==> config.mk <==
export PLATFORM = sky130hd
export DESIGN_NAME = sub64_pipe
export DESIGN_NICKNAME = d
export VERILOG_FILES = /design/src/rtl/sub64_pipe_pkg.sv /design/src/rtl/sub64_pipe_prefix.sv /design/src/rtl/sub64_pipe.sv
export SDC_FILE = /design/constraint.sdc
export NUM_CORES = 2
export LEC_CHECK = 0
export ABC_AREA = 1
export BUFFER_PORTS_ARGS = -buffer_cell sky130_fd_sc_hd__buf_2
export CELL_PAD_IN_SITES_DETAIL_PLACEMENT = 0
export CELL_PAD_IN_SITES_GLOBAL_PLACEMENT = 1
export CORE_ASPECT_RATIO = 1.4
export CORE_MARGIN = 1.5
export CORE_UTILIZATION = 40
export CTS_BUF_LIST = sky130_fd_sc_hd__clkbuf_16
export CTS_CLUSTER_SIZE = 16
export DETAILED_ROUTE_END_ITERATION = 10
export PLACE_DENSITY = 0.76
export SKIP_CTS_REPAIR_TIMING = 1
export SLEW_MARGIN = 20
export SYNTH_ARGS = -nofsm -noshare
export SYNTH_HDL_FRONTEND = slang
export SYNTH_SLANG_ARGS = --single-unit
export TNS_END_PERCENT = 30
==> constraint.sdc <==
create_clock -name clk -period 31.5 [get_ports clk]
set_clock_uncertainty 0.1 [all_clocks]
set_input_delay 1.575 -clock clk [delete_from_list [all_inputs] [get_ports clk]]
set_output_delay 1.575 -clock clk [all_outputs]
set_load 0.1 [all_outputs]
==> src/rtl/sub64_pipe_pkg.sv <==
// Shared types and widths for the pipelined subtractor.
package sub64_pipe_pkg;

    localparam int LEN_DATA = 64;

    typedef struct packed {
        logic borrow;
        logic neg;
        logic zero;
        logic ovf;
    } flags_t;

endpackage

==> src/rtl/sub64_pipe_prefix.sv <==
// One combinational Kogge-Stone level of the subtractor carry tree.
module sub_prefix_stage #(
    parameter int WIDTH = 64,
    parameter int DIST  = 1
) (
    input  logic [WIDTH-1:0] g,
    input  logic [WIDTH-1:0] p,
    output logic [WIDTH-1:0] gn,
    output logic [WIDTH-1:0] pn
);

    assign gn = g | (p & (g << DIST));
    assign pn = p & (p << DIST);

endmodule

==> src/rtl/sub64_pipe.sv <==
// Fully pipelined a - b with valid tags and occupancy count.
// Define SUB64_FLAGS_EN to build borrow/neg/zero/ovf result flags.
module sub64_pipe
    import sub64_pipe_pkg::*;
#(
    parameter int WIDTH = LEN_DATA
) (
    input  logic             clk,
    input  logic             rst,
    input  logic             en,
    input  logic             in_vld,
    input  logic [WIDTH-1:0] a,
    input  logic [WIDTH-1:0] b,
    output logic [WIDTH-1:0] diff,
    output logic             out_vld,
    output logic             borrow,
    output logic             neg,
    output logic             zero,
    output logic             ovf,
    output logic             busy
);

    localparam int LEVELS = $clog2(WIDTH);
    localparam int LAT    = LEVELS + 2;
    localparam int CW     = $clog2(LAT + 1);

    logic [WIDTH-1:0] a_q;
    logic [WIDTH-1:0] b_q;
    logic [LAT-1:0]   vld;
    logic [CW-1:0]    cnt;
    logic [WIDTH-1:0] g_q  [LEVELS];
    logic [WIDTH-1:0] p_q  [LEVELS];
    logic [WIDTH-1:0] p0_q [LEVELS];
    logic [WIDTH-1:0] g_n  [LEVELS];
    logic [WIDTH-1:0] p_n  [LEVELS];
    logic [WIDTH-1:0] p_in;
    logic [WIDTH-1:0] g_in;
    logic [WIDTH-1:0] diff_n;
    logic [WIDTH-1:0] diff_q;
    logic [WIDTH:0]   unused_pg;
    flags_t           flags_n;
    flags_t           flags_q;

    // Carry-in of 1 is folded into bit 0 generate: g0 |= p0.
    assign p_in = a_q ^ ~b_q;
    assign g_in = (a_q & ~b_q)
                | {{(WIDTH-1){1'b0}}, p_in[0]};

    for (genvar l = 0; l < LEVELS; l++) begin : g_lvl
        sub_prefix_stage #(
            .WIDTH(WIDTH),
            .DIST (1 << l)
        ) u_lvl (
            .g (g_q[l]),
            .p (p_q[l]),
            .gn(g_n[l]),
            .pn(p_n[l])
        );
    end

    assign diff_n = p0_q[LEVELS-1]
                  ^ {g_n[LEVELS-1][WIDTH-2:0], 1'b1};

`ifdef SUB64_FLAGS_EN
    logic [LEVELS-1:0] am_q;
    logic [LEVELS-1:0] bm_q;

    always_comb begin
        flags_n        = '0;
        flags_n.borrow = ~g_n[LEVELS-1][WIDTH-1];
        flags_n.neg    = diff_n[WIDTH-1];
        flags_n.zero   = (diff_n == '0);
        flags_n.ovf    = (am_q[LEVELS-1] != bm_q[LEVELS-1])
                       & (diff_n[WIDTH-1] != am_q[LEVELS-1]);
    end

    assign unused_pg = {p_n[LEVELS-1], 1'b0};

    always_ff @(posedge clk) begin
        if (!rst) begin
            am_q    <= '0;
            bm_q    <= '0;
            flags_q <= '0;
        end else if (en) begin
            am_q    <= {am_q[LEVELS-2:0], a_q[WIDTH-1]};
            bm_q    <= {bm_q[LEVELS-2:0], b_q[WIDTH-1]};
            flags_q <= flags_n;
        end
    end
`else
    assign flags_n   = '0;
    assign flags_q   = '0;
    assign unused_pg = {p_n[LEVELS-1], g_n[LEVELS-1][WIDTH-1]};
`endif

    always_ff @(posedge clk) begin
        if (!rst) begin
            a_q    <= '0;
            b_q    <= '0;
            vld    <= '0;
            cnt    <= '0;
            diff_q <= '0;
            for (int l = 0; l < LEVELS; l++) begin
                g_q[l]  <= '0;
                p_q[l]  <= '0;
                p0_q[l] <= '0;
            end
        end else if (en) begin
            a_q     <= a;
            b_q     <= b;
            vld     <= {vld[LAT-2:0], in_vld};
            cnt     <= cnt + CW'(in_vld) - CW'(vld[LAT-1]);
            g_q[0]  <= g_in;
            p_q[0]  <= p_in;
            p0_q[0] <= p_in;
            for (int l = 1; l < LEVELS; l++) begin
                g_q[l]  <= g_n[l-1];
                p_q[l]  <= p_n[l-1];
                p0_q[l] <= p0_q[l-1];
            end
            diff_q <= diff_n;
        end
    end

    assign diff    = diff_q;
    assign out_vld = vld[LAT-1];
    assign borrow  = flags_q.borrow;
    assign neg     = flags_q.neg;
    assign zero    = flags_q.zero;
    assign ovf     = flags_q.ovf;
    assign busy    = (cnt != '0);

endmodule
==> impl_metrics.csv <==
group,metric,value,unit
yosys,synth_area_leaders,"edfxtp_1, dfxtp_1, nor2_1",
critical_path,required,31.82,ns
global_routing,antenna_found_initial,0,
yosys,syn_area_per_cell,11.39,um^2
global_routing,grt_max_degree,234,
place,io_buffers,197,
yosys,ys_ff_latch,1219,
place,gp_congestion,0.8767,
sta,fmax,180.8,MHz
final_layout,nNetsFinal,4543,
critical_path,slowest_stage,"buf_4",
global_routing,grt_pass1_vias,26255,
sta,fin_crit_sh,17.56,%
yosys,syn_area,47450,um^2
outcome,run_status,"complete, no violations",
yosys,synth_top_area_share,64.23,%
final_layout,syn2layout_area_growth,13.03,%
floorplanning,start_util,40.28,%
sta,period_minus_slack,5.532,ns
critical_path,path_class,"in -> reg",
floorplanning,die_y,410.5,um
sta,rsz0062_at_grt,"no",
place,placed_cell_area,49870,um^2
sta,setup_viol,0,
critical_path,cp_common_cell,"buf_4",
routing,drc,0,
floorplanning,ios,202,
critical_path,path_delay_family,"buffers and inverters",
routing,vias,26747,
routing,drtAntennaViolNets,0,
yosys,async_flop_share,0,%
final_layout,multi_input_area,9674,um^2
place,dp_slack,25.09,ns
clocking,clkTransAtPathRegs,0.06,ns
yosys,synth_most_common_cell,"edfxtp_1",
floorplanning,rows,149,
routing,drt-initial-drc-count,2015,
global_routing,grt_use_total,15.87,%
yosys,synth_flop_cell,"edfxtp_1",
final_layout,drive_above_1_share,8.735,%
yosys,synthTopCellsByCount,"edfxtp_1, nor2_1, inv_1",
clocking,htreeDepth,3,
clocking,insertion_delay,0.72,ns
critical_path,crit_path_end_kind,"flip-flop",
critical_path,path_cells,"buf_2 > nand2_8 > buf_4 > buf_4 > buf_4 > buf_4 > nor2_1",
yosys,synth_top_area_cell,"edfxtp_1",
final_layout,finalCoreUtilization,45.52,%
yosys,synth_edf_count,1015,
clocking,root_buffer,"clkbuf_16",
critical_path,cp-start-kind,"input pin",
sta,final.setup.tns,0,ns
routing,drtPass1Iterations,5,
sta,setup_ws,25.97,ns
critical_path,crit_buf_inv,5,
floorplanning,coreArea,117800,um^2
sta,hold_viol,0,
job,drv_cap,0,
routing,avgViaCountPerCell,4.438,
critical_path,r2r_slack,29.62,ns
routing,wire_per_inst,15.92,um
pwr,ir_drop,41.94,uV
yosys,yosys_warnings,0,
final_layout,seq_area,34560,um^2
floorplanning,die_width,294.1,um
final_layout,stdcell_area,53640,um^2
yosys,ys_types,22,
yosys,postSynthCellCount,4165,
pwr,p_leak,21.63,nW
final_layout,n_antenna_cell,0,
sta,slew_violations,0,
sta,worst_pin_slew,1.145,ns
critical_path,critPathMaxFanout,143,
final_layout,fillers,10961,
routing,routed_wl,95970,um
clocking,clock-sinks,1219,
clocking,cts_buffer_depth,3,
clocking,cts_buffers,114,
critical_path,arrival,5.86,ns
sta,slew_headroom,23.68,%
min_path,worstHoldPathType,"reg -> reg",
global_routing,overflow,0,
global_routing,grt_pass1_wl,148300,um
yosys,ys_seq_area_share,72.83,%
floorplanning,die_area,120700,um^2
pwr,powerDensity,65.17,nW/um^2
clocking,cts_tree,"built",
place,dp_hpwl,66110,um
critical_path,slowest_delay,0.90,ns
[state kept, by name, summed over array words and instances, names as in the netlist]
| signal | flops |
|---|---|
| p0_q | 321 |
| vld | 8 |
| diff | 64 |
| cnt | 4 |
| b_q | 64 |
| a_q | 64 |
| p_q | 316 |
| g_q | 378 |
[per-layer routing]
layer | share of wire, % | track usage (%)
met2 | 48 | 26.33
met3 | 4.2 | 2.290
met5 | 0 | 0
met1 | 44 | 20.77
met4 | 3.7 | 6.834
[tightest hold or removal path, cell delays in order, from the launching register on]
cell and delay [ns]:
dfxtp_1 0.31, nand2_1 0.06, nand2_1 0.04
[logic make-up after synthesis]
kind of cell	share of synthesized area (%)
buffers and inverters	6.842
AO/OA/AOI/OAI	6.048
adder cells (fa/ha/maj)	1.835
flip-flops	72.83
other	0.007902
AND/OR/NAND/NOR	12.43
[final cells by class]
| class | instances | share of cell area [%] |
|---|---|---|
| timing repair buffer | 218 | 2.209 |
| clock buffer | 114 | 5.319 |
| inverter | 654 | 4.600 |
| tap | 1585 | 3.697 |
| clock inverter | 102 | 1.698 |
| multi-input combinational | 2135 | 18.04 |
| sequential | 1219 | 64.44 |
[per-stage QoR]
stage	cells	power [mW]	hold WS (ns)
2_1_floorplan	4168	2.108	0.3156
3_3_place_gp	5811	2.157	0.3243
3_5_place_dp	5811	2.161	0.3378
4_1_cts	6027	3.542	0.3532
5_1_grt	6027	3.626	0.3614
6_report	6027	3.495	0.3479
[where the power goes]
group / switching [mW] / leakage [nW] / internal [mW] / total, mW
registers: 0.0609 / 12.9 / 1.85 / 1.91
logic: 0.159 / 6.79 / 0.0517 / 0.211
clock network: 0.602 / 1.91 / 0.771 / 1.37
total: 0.822 / 21.6 / 2.67 / 3.50
[path summary, 6_finish.rpt]
kind,startpoint,end,cells past startpoint
worst max register to register,cnt[0],cnt[2],9
worst min register to register,diff[49],diff[49],2
worst max-delay path,en,g_q[5][19],7
worst min-delay path,diff[49],diff[49],2
[placed cells by master, fill, tap and decap left out, types with 26 or more instances in the layout]
cell	instances
edfxtp_1	1015
nor2_1	985
inv_1	669
nand2_1	454
a21oi_1	287
dfxtp_1	204
buf_2	197
o21ai_0	141
clkbuf_16	114
ha_1	68
a22o_1	64
nor3_1	61
nand3_1	36
clkinv_1	33
o21ai_1	26
(Power assumes the default switching activity.)
